**config.mk**
```make
export PLATFORM = sky130hd
export DESIGN_NAME = matrix_multiplication
export DESIGN_NICKNAME = d
export VERILOG_FILES = /design/src/rtl/matrix_multiplication.sv
export SDC_FILE = /design/constraint.sdc
export NUM_CORES = 1
export LEC_CHECK = 0
export CORE_UTILIZATION = 25
export CTS_CLUSTER_SIZE = 12
export DETAILED_ROUTE_END_ITERATION = 8
export GPL_TIMING_DRIVEN = 1
export PLACE_DENSITY = 0.84
export SYNTH_ARGS = -nofsm -noshare
export SYNTH_HDL_FRONTEND = slang
export SYNTH_SLANG_ARGS = --single-unit
```
**constraint.sdc**
```tcl
create_clock -name clk -period 5.3 [get_ports clk]
set_clock_uncertainty 0.15 [all_clocks]
set_input_delay 0.53 -clock clk [delete_from_list [all_inputs] [get_ports clk]]
set_output_delay 0.53 -clock clk [all_outputs]
set_load 0.05 [all_outputs]
```
**src/rtl/matrix_multiplication.sv**
```systemverilog
// matrix_multiplication: 4x4 int8 output-stationary systolic matmul tile, C = A x B.
// Operands stream from RAMs matrix_A/matrix_B; low result bytes are written to matrix_C.

module mm_ram #(
  parameter int DWIDTH   = 8,
  parameter int AWIDTH   = 11,
  parameter int MEM_SIZE = 2048,
  parameter int LANES    = 4
) (
  input  logic                       clk,
  input  logic [AWIDTH-1:0]          addr,
  input  logic [LANES-1:0]           we,
  input  logic [LANES-1:0][DWIDTH-1:0] wdata,
  output logic [LANES-1:0][DWIDTH-1:0] rdata
);
  logic [DWIDTH-1:0] ram [0:MEM_SIZE-1];

  // Byte lanes addr..addr+LANES-1; the index wraps at the top of the RAM.
  always_ff @(posedge clk) begin
    for (int b = 0; b < LANES; b++) begin
      if (we[b]) ram[addr + AWIDTH'(b)] <= wdata[b];
      rdata[b] <= ram[addr + AWIDTH'(b)];
    end
  end
endmodule

module mm_pe #(
  parameter int DWIDTH = 8
) (
  input  logic              clk,
  input  logic              rst_n,
  input  logic              clr,
  input  logic [DWIDTH-1:0] a,
  input  logic [DWIDTH-1:0] b,
  output logic [DWIDTH-1:0] a_fwd,
  output logic [DWIDTH-1:0] b_fwd,
  output logic [DWIDTH-1:0] res
);
  logic [2*DWIDTH-1:0] acc, prod;

  // Sign-extend both operands so the low 2*DWIDTH bits are the signed product.
  assign prod = {{DWIDTH{a[DWIDTH-1]}}, a} * {{DWIDTH{b[DWIDTH-1]}}, b};
  assign res  = acc[DWIDTH-1:0];

  always_ff @(posedge clk or negedge rst_n) begin
    if (!rst_n) begin
      acc   <= '0;
      a_fwd <= '0;
      b_fwd <= '0;
    end else if (clr) begin
      acc   <= '0;
      a_fwd <= '0;
      b_fwd <= '0;
    end else begin
      acc   <= acc + prod;
      a_fwd <= a;
      b_fwd <= b;
    end
  end
endmodule

module matrix_multiplication #(
  parameter int DWIDTH       = 8,
  parameter int AWIDTH       = 11,
  parameter int MEM_SIZE     = 2048,
  parameter int MAT_MUL_SIZE = 4
) (
  input  logic                    clk,
  input  logic                    clk_mem,
  input  logic                    resetn,
  input  logic                    pe_resetn,
  input  logic [AWIDTH-1:0]       address_mat_a,
  input  logic [AWIDTH-1:0]       address_mat_b,
  input  logic [AWIDTH-1:0]       address_mat_c,
  input  logic [7:0]              address_stride_a,
  input  logic [7:0]              address_stride_b,
  input  logic [7:0]              address_stride_c,
  input  logic [MAT_MUL_SIZE-1:0] validity_mask_a_rows,
  input  logic [MAT_MUL_SIZE-1:0] validity_mask_a_cols_b_rows,
  input  logic [MAT_MUL_SIZE-1:0] validity_mask_b_cols,
  input  logic                    start_reg,
  input  logic                    clear_done_reg,
  output logic                    done_mat_mul
);
  localparam int N  = MAT_MUL_SIZE;
  localparam int KW = $clog2(N);

  typedef enum logic [1:0] {IDLE, COMPUTE, WRITE, DONE} state_t;

  state_t            state;
  logic [3:0]        cnt;
  logic [AWIDTH-1:0] base_a, base_b, base_c, addr_a, addr_b, addr_c;
  logic [7:0]        stride_a, stride_b, stride_c;
  logic [N-1:0]      mask_row, mask_k, mask_col, we_c;
  logic              rd_vld, clr;
  logic [KW-1:0]     row, kidx;

  logic [N-1:0][DWIDTH-1:0]        rdata_a, rdata_b, feed_a, feed_b, wdata_c;
  logic [N-1:0][DWIDTH-1:0]        c_rdata_unused, a_edge_unused, b_edge_unused;
  logic [N-1:0][N-1:0][DWIDTH-1:0] a_h, b_v, res;

  assign clr    = (state == IDLE) && start_reg && !done_mat_mul;
  assign row    = cnt[KW-1:0];
  assign kidx   = cnt[KW-1:0] - KW'(1);
  assign addr_a = base_a + AWIDTH'(kidx) * AWIDTH'(stride_a);
  assign addr_b = base_b + AWIDTH'(kidx) * AWIDTH'(stride_b);
  assign addr_c = base_c + AWIDTH'(row) * AWIDTH'(stride_c);
  assign we_c   = (state == WRITE && mask_row[row]) ? mask_col : '0;
  assign wdata_c = res[row];
  // Masked-off reduction steps feed zeros, so they contribute nothing.
  assign feed_a = rd_vld ? rdata_a : '0;
  assign feed_b = rd_vld ? rdata_b : '0;

  always_ff @(posedge clk or negedge resetn) begin
    if (!resetn) begin
      state        <= IDLE;
      cnt          <= '0;
      done_mat_mul <= 1'b0;
      rd_vld       <= 1'b0;
      base_a       <= '0;
      base_b       <= '0;
      base_c       <= '0;
      stride_a     <= '0;
      stride_b     <= '0;
      stride_c     <= '0;
      mask_row     <= '0;
      mask_k       <= '0;
      mask_col     <= '0;
    end else begin
      // Reads for k=0..N-1 are issued at cnt=1..N; data lands one cycle later.
      rd_vld <= (state == COMPUTE) && (cnt >= 4'd1) && (cnt <= 4'(N)) && mask_k[kidx];
      case (state)
        IDLE: if (clr) begin
          state    <= COMPUTE;
          cnt      <= '0;
          base_a   <= address_mat_a;
          base_b   <= address_mat_b;
          base_c   <= address_mat_c;
          stride_a <= address_stride_a;
          stride_b <= address_stride_b;
          stride_c <= address_stride_c;
          mask_row <= validity_mask_a_rows;
          mask_k   <= validity_mask_a_cols_b_rows;
          mask_col <= validity_mask_b_cols;
        end
        // Last product reaches PE[N-1][N-1] at cnt = 3N-1.
        COMPUTE: if (cnt == 4'(3*N-1)) begin
          state <= WRITE;
          cnt   <= '0;
        end else cnt <= cnt + 4'd1;
        WRITE: if (cnt == 4'(N-1)) begin
          state        <= DONE;
          cnt          <= '0;
          done_mat_mul <= 1'b1;
        end else cnt <= cnt + 4'd1;
        DONE: if (clear_done_reg && !start_reg) begin
          state        <= IDLE;
          done_mat_mul <= 1'b0;
        end
        default: state <= IDLE;
      endcase
    end
  end

  mm_ram #(.DWIDTH(DWIDTH), .AWIDTH(AWIDTH), .MEM_SIZE(MEM_SIZE), .LANES(N)) matrix_A (
    .clk(clk_mem), .addr(addr_a), .we('0), .wdata('0), .rdata(rdata_a));
  mm_ram #(.DWIDTH(DWIDTH), .AWIDTH(AWIDTH), .MEM_SIZE(MEM_SIZE), .LANES(N)) matrix_B (
    .clk(clk_mem), .addr(addr_b), .we('0), .wdata('0), .rdata(rdata_b));
  mm_ram #(.DWIDTH(DWIDTH), .AWIDTH(AWIDTH), .MEM_SIZE(MEM_SIZE), .LANES(N)) matrix_C (
    .clk(clk_mem), .addr(addr_c), .we(we_c), .wdata(wdata_c), .rdata(c_rdata_unused));

  // Row i of A and column i of B enter the array i cycles late (wavefront skew).
  for (genvar i = 0; i < N; i++) begin : g_skew
    if (i == 0) begin : g_direct
      assign a_h[0][0] = feed_a[0];
      assign b_v[0][0] = feed_b[0];
    end else begin : g_dly
      logic [i-1:0][DWIDTH-1:0] sa, sb;
      always_ff @(posedge clk or negedge pe_resetn) begin
        if (!pe_resetn) begin
          sa <= '0;
          sb <= '0;
        end else if (clr) begin
          sa <= '0;
          sb <= '0;
        end else begin
          sa[0] <= feed_a[i];
          sb[0] <= feed_b[i];
          for (int d = 1; d < i; d++) begin
            sa[d] <= sa[d-1];
            sb[d] <= sb[d-1];
          end
        end
      end
      assign a_h[i][0] = sa[i-1];
      assign b_v[0][i] = sb[i-1];
    end
  end

  for (genvar i = 0; i < N; i++) begin : g_row
    for (genvar j = 0; j < N; j++) begin : g_col
      logic [DWIDTH-1:0] a_nxt, b_nxt;
      mm_pe #(.DWIDTH(DWIDTH)) u_pe (
        .clk(clk), .rst_n(pe_resetn), .clr(clr), .a(a_h[i][j]), .b(b_v[i][j]),
        .a_fwd(a_nxt), .b_fwd(b_nxt), .res(res[i][j]));
      if (j < N-1) begin : g_ar
        assign a_h[i][j+1] = a_nxt;
      end else begin : g_ae
        assign a_edge_unused[i] = a_nxt;
      end
      if (i < N-1) begin : g_bd
        assign b_v[i+1][j] = b_nxt;
      end else begin : g_be
        assign b_edge_unused[j] = b_nxt;
      end
    end
  end
endmodule

```
# Yosys cells after proc, flatten, opt, wreduce, memory -nomap -nowiden
# Cells that the tools add are included.
[totals]
register_bits = 7
word_cells = 36
[op_classes]
add_sub_neg = 1
n_eq_ne = 9
n_mux = 12
reduce_logical = 11
[ops]
columns = ["cell", "n"]
rows = [
  ["4-bit two-way mux", 3],
  ["4-bit case mux with 3 select lines", 1],
  ["2-bit two-way mux", 4],
  ["2-bit case mux with 4 select lines", 1],
  ["4-bit by 1-bit adder with 4-bit output, second input constant", 1],
  ["2-bit == test, second input constant", 2],
  ["4-bit by 2-bit == test with 1-bit output, second input constant", 1],
  ["4-bit == test, second input constant", 1],
  ["2-bit by 1-bit != test with 1-bit output, second input constant", 2],
  ["2-bit != test, second input constant", 2],
  ["4-bit AND reduction", 1],
  ["1-bit logical AND", 3],
  ["3-bit AND reduction", 1],
  ["3-bit nonzero test", 1],
  ["2-bit by 1-bit == test with 1-bit output, second input constant", 1],
  ["1-bit logical NOT", 2],
  ["2-bit logical NOT", 1],
  ["1-bit two-way mux", 2],
  ["1-bit case mux with 2 select lines", 1],
  ["2-bit AND reduction", 1],
  ["2-bit nonzero test", 1],
]

# Depth between registers and ports, before layout
# Gate-level depths: netlist (run 1).
[logic_depth]
depth_word = 5
mapped_depth = 6

# Least setup slack after synthesis (run 1)
# No wires, ideal clock.
[synth_path]
path_kind = "reg2reg"
startpoint = "reg state[0]"
endpoint = "reg state[1]"
arrival_time_ns = 1.470
required_ns = 5.025
path_slack_ns = 3.555
stages_incl_launch_ff = 6
n_path_buf = 0
synth_period_minus_slack_ns = 1.745
cell_sequence = "dfrtp_1 -> inv_1 -> ha_1 -> and4bb_4 -> o32ai_4 -> mux2_4"
[synth_via]
elab_chain_cells = 5
[synth_rtl]
columns = ["element", "line_no", "rtl"]
rows = [
  ["start, declared", "90", "state_t state;"],
  ["start signal, assigned", "116", "state <= IDLE;"],
  ["start signal, assigned", "134", "state <= COMPUTE;"],
  ["start signal, assigned", "148", "state <= WRITE;"],
  ["2-bit logical NOT", "-", ""],
  ["1-bit logical AND (2 in series)", "102", "assign clr = (state == IDLE) && start_reg && !done_mat_mul;"],
  ["2-bit != test (no line)", "-", ""],
  ["4-bit AND reduction (no line)", "-", ""],
]
# Several ways; a longest one is shown, not always the timed one.
# A chain may end at the register's enable or synchronous reset.

# Worst setup path after layout (run 1)
[layout_path]
startpoint = "reg done_mat_mul"
endpoint = "out done_mat_mul"
[layout_rtl]
columns = ["element", "line_no", "rtl"]
rows = [
  ["start, declared", "83", "output logic done_mat_mul"],
  ["start signal, assigned", "118", "done_mat_mul <= 1'b0;"],
  ["start signal, assigned", "154", "done_mat_mul <= 1'b1;"],
  ["start signal, assigned", "158", "done_mat_mul <= 1'b0;"],
]
# No word-level cell between the ends.

==> impl_metrics.toml, run 1 <==
[route]
ant_nets = 0
wirelength_microns = 984
m1WireLength_microns = 417
met3_length_microns = 82
via_count = 401
wire_per_inst_microns = 11.6
drt-initial-drc-count = 7
drc = 0
drtPass1Iterations = 4
routed.top_layer = "met4"
viasPerCell = 4.72
wl_met2_microns = 478

[setup_path]
worstRegToRegCells = 5
cp_slowest_cell = "clkdlybuf4s50_1"
rr_endpoint = "state[1]"
cp_max_fo = 4
critPathTopFamily = "buffers and inverters"
path_cells = "clkdlybuf4s50_1"
path_buf_inv = 1
crit_required_ns = 4.62
timing.rr.start = "state[0]"
cp-start-kind = "register"
crit_type = "reg2out"
crit_path_end_kind = "output port"
arrival_ns = 1.44
crit_path_start = "done_mat_mul"
max_stage_delay_ns = 0.81
r2r_setup_slack_ns = 3.39

[hold_path]
min_from = "cnt[0]"
min_path_cells = 1
hold-path-endpoint = "cnt[0]"
hold_path.class = "reg2reg"

[layout]
areaGrowthSynthToFinish_pct = 18.6
final_util = 0.319
nets = 141
drive_gt1_frac = 0.138
fill_cells = 210
final_cells = 85
num_antenna_cells = 0

[yosys]
synth-xor-area-share = 0
synth_top_family_by_area = "simple AND/OR/NAND/NOR gates"
synth_adder_area_share = 0.163
synth-compound-area-share = 0.193
netlist_area_sq_um = 538
syn_nets = 132
synth_cell_types = 21
avgSynthCellArea_sq_um = 10.8
muxShareOfSynthArea = 0.0465
synth-seq-cells = 7
yosysSeqAreaShare = 0.326
synthCells = 50
yosys_warnings = 0
yosys.area_share.simple = 0.244

[outcome]
status = "complete, no violations"

[pwr]
ir_worst_vdd_v = 0.000178
p_per_area_mw_per_mm2 = 561
power_leakage_nw = 0.272

[global_route]
antenna_found_initial = 0
grt_pass1_vias = 397
grt_max_degree = 8
grt.total_usage = 0.0950
grt_first_pass_wirelength_microns = 1630
overflow = 0

[floorplan]
die-area_sq_mm = 0.00234
start_util = 0.269
fp-row-count = 16
ios = 76
dieHeight_microns = 48.4
coreArea_sq_mm = 0.00200
dieWidth_microns = 48.4

[cts]
tritoncts = "done"
insertion_delay_ns = 0.25
cts_buffers = 3
post-cts-setup-buffers = 0
clk_pin_slew_ns = 0.05
ctsHoldBuffers = 0
cts-root-buf = "clkbuf_4"
cts_resized = 0
cts_max_level = 1
clock_path_buffers = 2
clock-sinks = 7

[place]
io_buffer_count = 4
hpwlAfterDp_microns = 781
dp.cells = 81
place_congestion = 0.767

[timing]
post-route-period-util = 0.399
setup_tns_ns = 0
setup_violations = 0
rsz0062_at_grt = "no"
tightest_slew_ns = 0.487
hold_viol_final = 0
slew_viol_final = 0
max_freq_mhz = 473
min_period_ns = 2.12
slew_headroom = 0.674

[flow_run]
drv_cap = 0
-- layout by cell type, fill, tap and decap left out --
| cell type | n |
|---|---|
| a21oi_1 | 3 |
| a22o_1 | 2 |
| o21ai_1 | 1 |
| o21ai_0 | 2 |
| o22ai_1 | 1 |
| dfrtp_1 | 7 |
| nand2b_1 | 3 |
| mux2_4 | 1 |
| nand3_1 | 1 |
| clkbuf_1 | 1 |
| nand3b_1 | 1 |
| or2_1 | 1 |
| mux2i_1 | 1 |
| ha_1 | 7 |
| o32ai_4 | 1 |
| clkdlybuf4s50_1 | 4 |
| o31ai_1 | 2 |
| nor2_1 | 3 |
| and4bb_4 | 1 |
| a21o_1 | 1 |
| clkbuf_4 | 3 |
| nor4b_4 | 2 |
| nand2_1 | 5 |
| inv_1 | 4 |
-- cell usage after synthesis --
cell	number	share of area
nand3b_1	1	0.014
a21oi_1	3	0.028
ha_1	7	0.16
nand2_1	5	0.035
o31ai_1	2	0.028
nand3_1	1	0.0093
o21ai_1	1	0.0093
a21o_1	1	0.014
o22ai_1	1	0.012
or2_1	1	0.012
and4bb_4	1	0.030
nor4b_4	2	0.088
dfrtp_1	7	0.33
a22o_1	2	0.033
nand2b_1	3	0.035
mux2_4	1	0.028
mux2i_1	1	0.019
nor2_1	3	0.021
o32ai_4	1	0.051
inv_1	4	0.028
o21ai_0	2	0.019
-- worst max-delay path by stage --
stage                    to  slack [ns]  cells after the start
6_report       done_mat_mul        3.18                      1
2_1_floorplan      state[1]        3.55                      5
5_1_grt        done_mat_mul        3.13                      1
4_1_cts        done_mat_mul        3.17                      1
3_3_place_gp       state[1]        3.23                      5
3_5_place_dp       state[1]        3.19                      5
-- layer usage --
metal  vias to the layer above  GRT usage
li1                        195          -
met1                       194     0.0988
met2                        10      0.150
met3                         2     0.0597
met4                         0     0.0441
met5                         -          0
-- sequential cells by signal, indices dropped and copies added, names as in the netlist --
register	cells
done_mat_mul	1
cnt	4
state	2
-- power breakdown --
| group | switching (mW) | total [mW] | internal (mW) | leakage (nW) |
|---|---|---|---|---|
| Combinational | 0.116 | 0.219 | 0.104 | 0.169 |
| Sequential | 0.0176 | 0.0896 | 0.0719 | 0.0883 |
| Clock | 0.0201 | 0.0488 | 0.0288 | 0.0150 |
-- layout make-up --
type | instances | area [sq um] | area share
tap | 27 | 33.8 | 0.0529
clock buffer | 4 | 26.3 | 0.0412
timing repair buffer | 4 | 40.0 | 0.0627
multi-input combinational | 39 | 348 | 0.545
inverter | 4 | 15.0 | 0.0235
sequential | 7 | 175 | 0.275
-- worst register-to-register path, delay by kind of cell (launching register included) --
kind / cells / cell delay (ns)
AO/OA/AOI/OAI: 1 / 0.18
adder cells (fa/ha/maj): 1 / 0.27
AND/OR/NAND/NOR: 1 / 0.39
buffers and inverters: 1 / 0.11
multiplexers: 1 / 0.31
flip-flops: 1 / 0.39
-- metrics by stage --
stage	hold WS, ns	total power [mW]	worst slack, ns	cell area [sq um]
2_1_floorplan	0.0844	0.264	3.55	538
3_3_place_gp	0.341	0.298	3.23	612
3_5_place_dp	0.355	0.311	3.19	612
4_1_cts	0.367	0.364	3.17	638
5_1_grt	0.398	0.387	3.13	638
6_report	0.372	0.358	3.18	638
-- kinds of logic (layout without fill, tap and decap cells) --
group / after synthesis / after routing
fa+ha+maj: 7 / 7
mux: 2 / 2
compound gates: 13 / 13
simple gates: 17 / 17
flops: 7 / 7
buf+inv: 4 / 12
(Power assumes the default switching activity.)
==> inputs of run 2 (changes only) <==
CORE_UTILIZATION = 21   (was 25)
PLACE_DENSITY = 0.75   (was 0.84)
clock period = 1.75 ns   (was 5.3 ns; I/O delays follow)
==> run 2 against run 1 <==
Net effect: via count grew 11%; the run now ends with setup timing left; critical path depth grew 4; critical path type is now reg2reg; power grew to 3.9 times the previous value; non-clock buffer count grew 11; count of clock-buffer cells in the layout is the same; final area grew 21%; sequential power grew to 3.1 times the previous value; die area grew 18%.
==> impl_metrics.toml, run 2 (synthesis gave the netlist of run 1 again) <==
[outcome]
status = "finished, violations left"
violations = "setup timing"

[layout]
drive_gt1_frac = 0.406
areaGrowthSynthToFinish_pct = 43.0
top_register = "cnt"
largest_reg_flops = 4
final_cells = 97
fill_cells = 237
largestRegisters = "cnt x4, state x2, done_mat_mul x1"
multiInputGateArea_sq_um = 394
design_area_sq_um = 769
final_util = 0.332
num_antenna_cells = 0
nets = 152
layout_common_cells = "buf_4, dfrtp_1, nand2_1"
mostFrequentLayoutCell = "buf_4"
ff_latch_area_sq_um = 175

[cts]
clock_path_buffers = 2
clk_pin_slew_ns = 0.06
clock-sinks = 7
insertion_delay_ns = 0.26
tritoncts = "done"
cts-root-buf = "clkbuf_4"
ctsHoldBuffers = 0
cts_buffers = 3
cts_max_level = 1

[setup_path]
crit_type = "reg2reg"
cp-start-kind = "register"
timing.rr.start = "state[0]"
crit_required_ns = 1.73
cp_max_fo = 4
arrival_ns = 1.73
crit_path_start = "state[0]"
crit_path_end_kind = "register"

[floorplan]
ios = 76
die-area_sq_mm = 0.00277
dieHeight_microns = 52.6
dieWidth_microns = 52.6
fp-row-count = 17
coreArea_sq_mm = 0.00232
start_util = 0.232

[place]
io_buffer_count = 4
place_worst_setup_slack_ns = -0.0791
dp.cells = 90
hpwlAfterDp_microns = 851
placed_area_sq_um = 671
place_congestion = 0.776

[timing]
min_period_ns = 1.75
slew_viol_final = 0
setup_violations = 1
max_freq_mhz = 571
holdWs_ns = 0.0285
post-route-period-util = 1.00
slew_headroom = 0.782
tightest_slew_ns = 0.326
fin_ws_ns = -0.00144
rsz0062_at_grt = "yes"
hold_viol_final = 0
setup_tns_ns = -0.00144

[global_route]
overflow = 0
grt_pass1_vias = 427
antenna_found_initial = 0
grt_first_pass_wirelength_microns = 1830
grt.total_usage = 0.0983
grt_max_degree = 8

[route]
drt-initial-drc-count = 3
viasPerCell = 4.58
drc = 0
wirelength_microns = 1180
via_count = 444
ant_nets = 0
drtPass1Iterations = 4
wire_per_inst_microns = 12.1

[pwr]
ir_worst_vdd_v = 0.000695
power_leakage_nw = 0.324
finalPower_mw = 1.40
p_per_area_mw_per_mm2 = 1810

[hold_path]
hold_path.class = "in2async"

[flow_run]
drv_cap = 0
run 2: cell types whose count changed in the layout (fill, tap and decap cells not counted), moves of 2 or more:
cell and change:
buf_4 +11, ha_1 -4, ha_4 +3, inv_1 -2, inv_2 +2
run 2: worst max-delay path, cell delays in order (launching register included):
cell and delay, ns:
dfrtp_1 0.42, inv_2 0.10, ha_4 0.16, and4bb_4 0.21
o32ai_4 0.26, mux2_4 0.33
run 2: worst paths after layout:
check	end	slack [ns]	cells past startpoint
worst min register to register	cnt[1]	0.38	2
min in group clk	cnt[1]	0.38	2
worst max-delay path	state[1]	-0.001	5
worst min-delay path	done_mat_mul	0.03	1
worst max register to register	state[1]	-0.001	5
max in group asynchronous	state[0]	1.17	1
run 2: power by group:
part	internal (mW)	switching, mW
Clock	0.0871	0.0608
Combinational	0.535	0.439
Sequential	0.218	0.0561
Total	0.840	0.556
run 2: what timing repair did:
item,in CTS,in global routing
setup endpoints to repair,3,3
gates cloned,0,0
pin swaps,0,1
resized for setup,7,4
setup buffers,2,1
run 2: per-layer routing:
metal | part of all wire | vias to the layer above | track usage
met5 | 0 | - | 0
met3 | 0.059 | 0 | 0.0696
met4 | 0 | 0 | 0.0263
met1 | 0.42 | 218 | 0.0983
met2 | 0.52 | 8 | 0.162
li1 | - | 218 | -
run 2: layout make-up:
class / count / share of cell area
Timing Repair Buffer: 15 / 0.161
Multi-Input combinational cell: 39 / 0.512
Inverter: 4 / 0.0195
Tap cell: 28 / 0.0455
Clock buffer: 4 / 0.0341
Sequential cell: 7 / 0.228
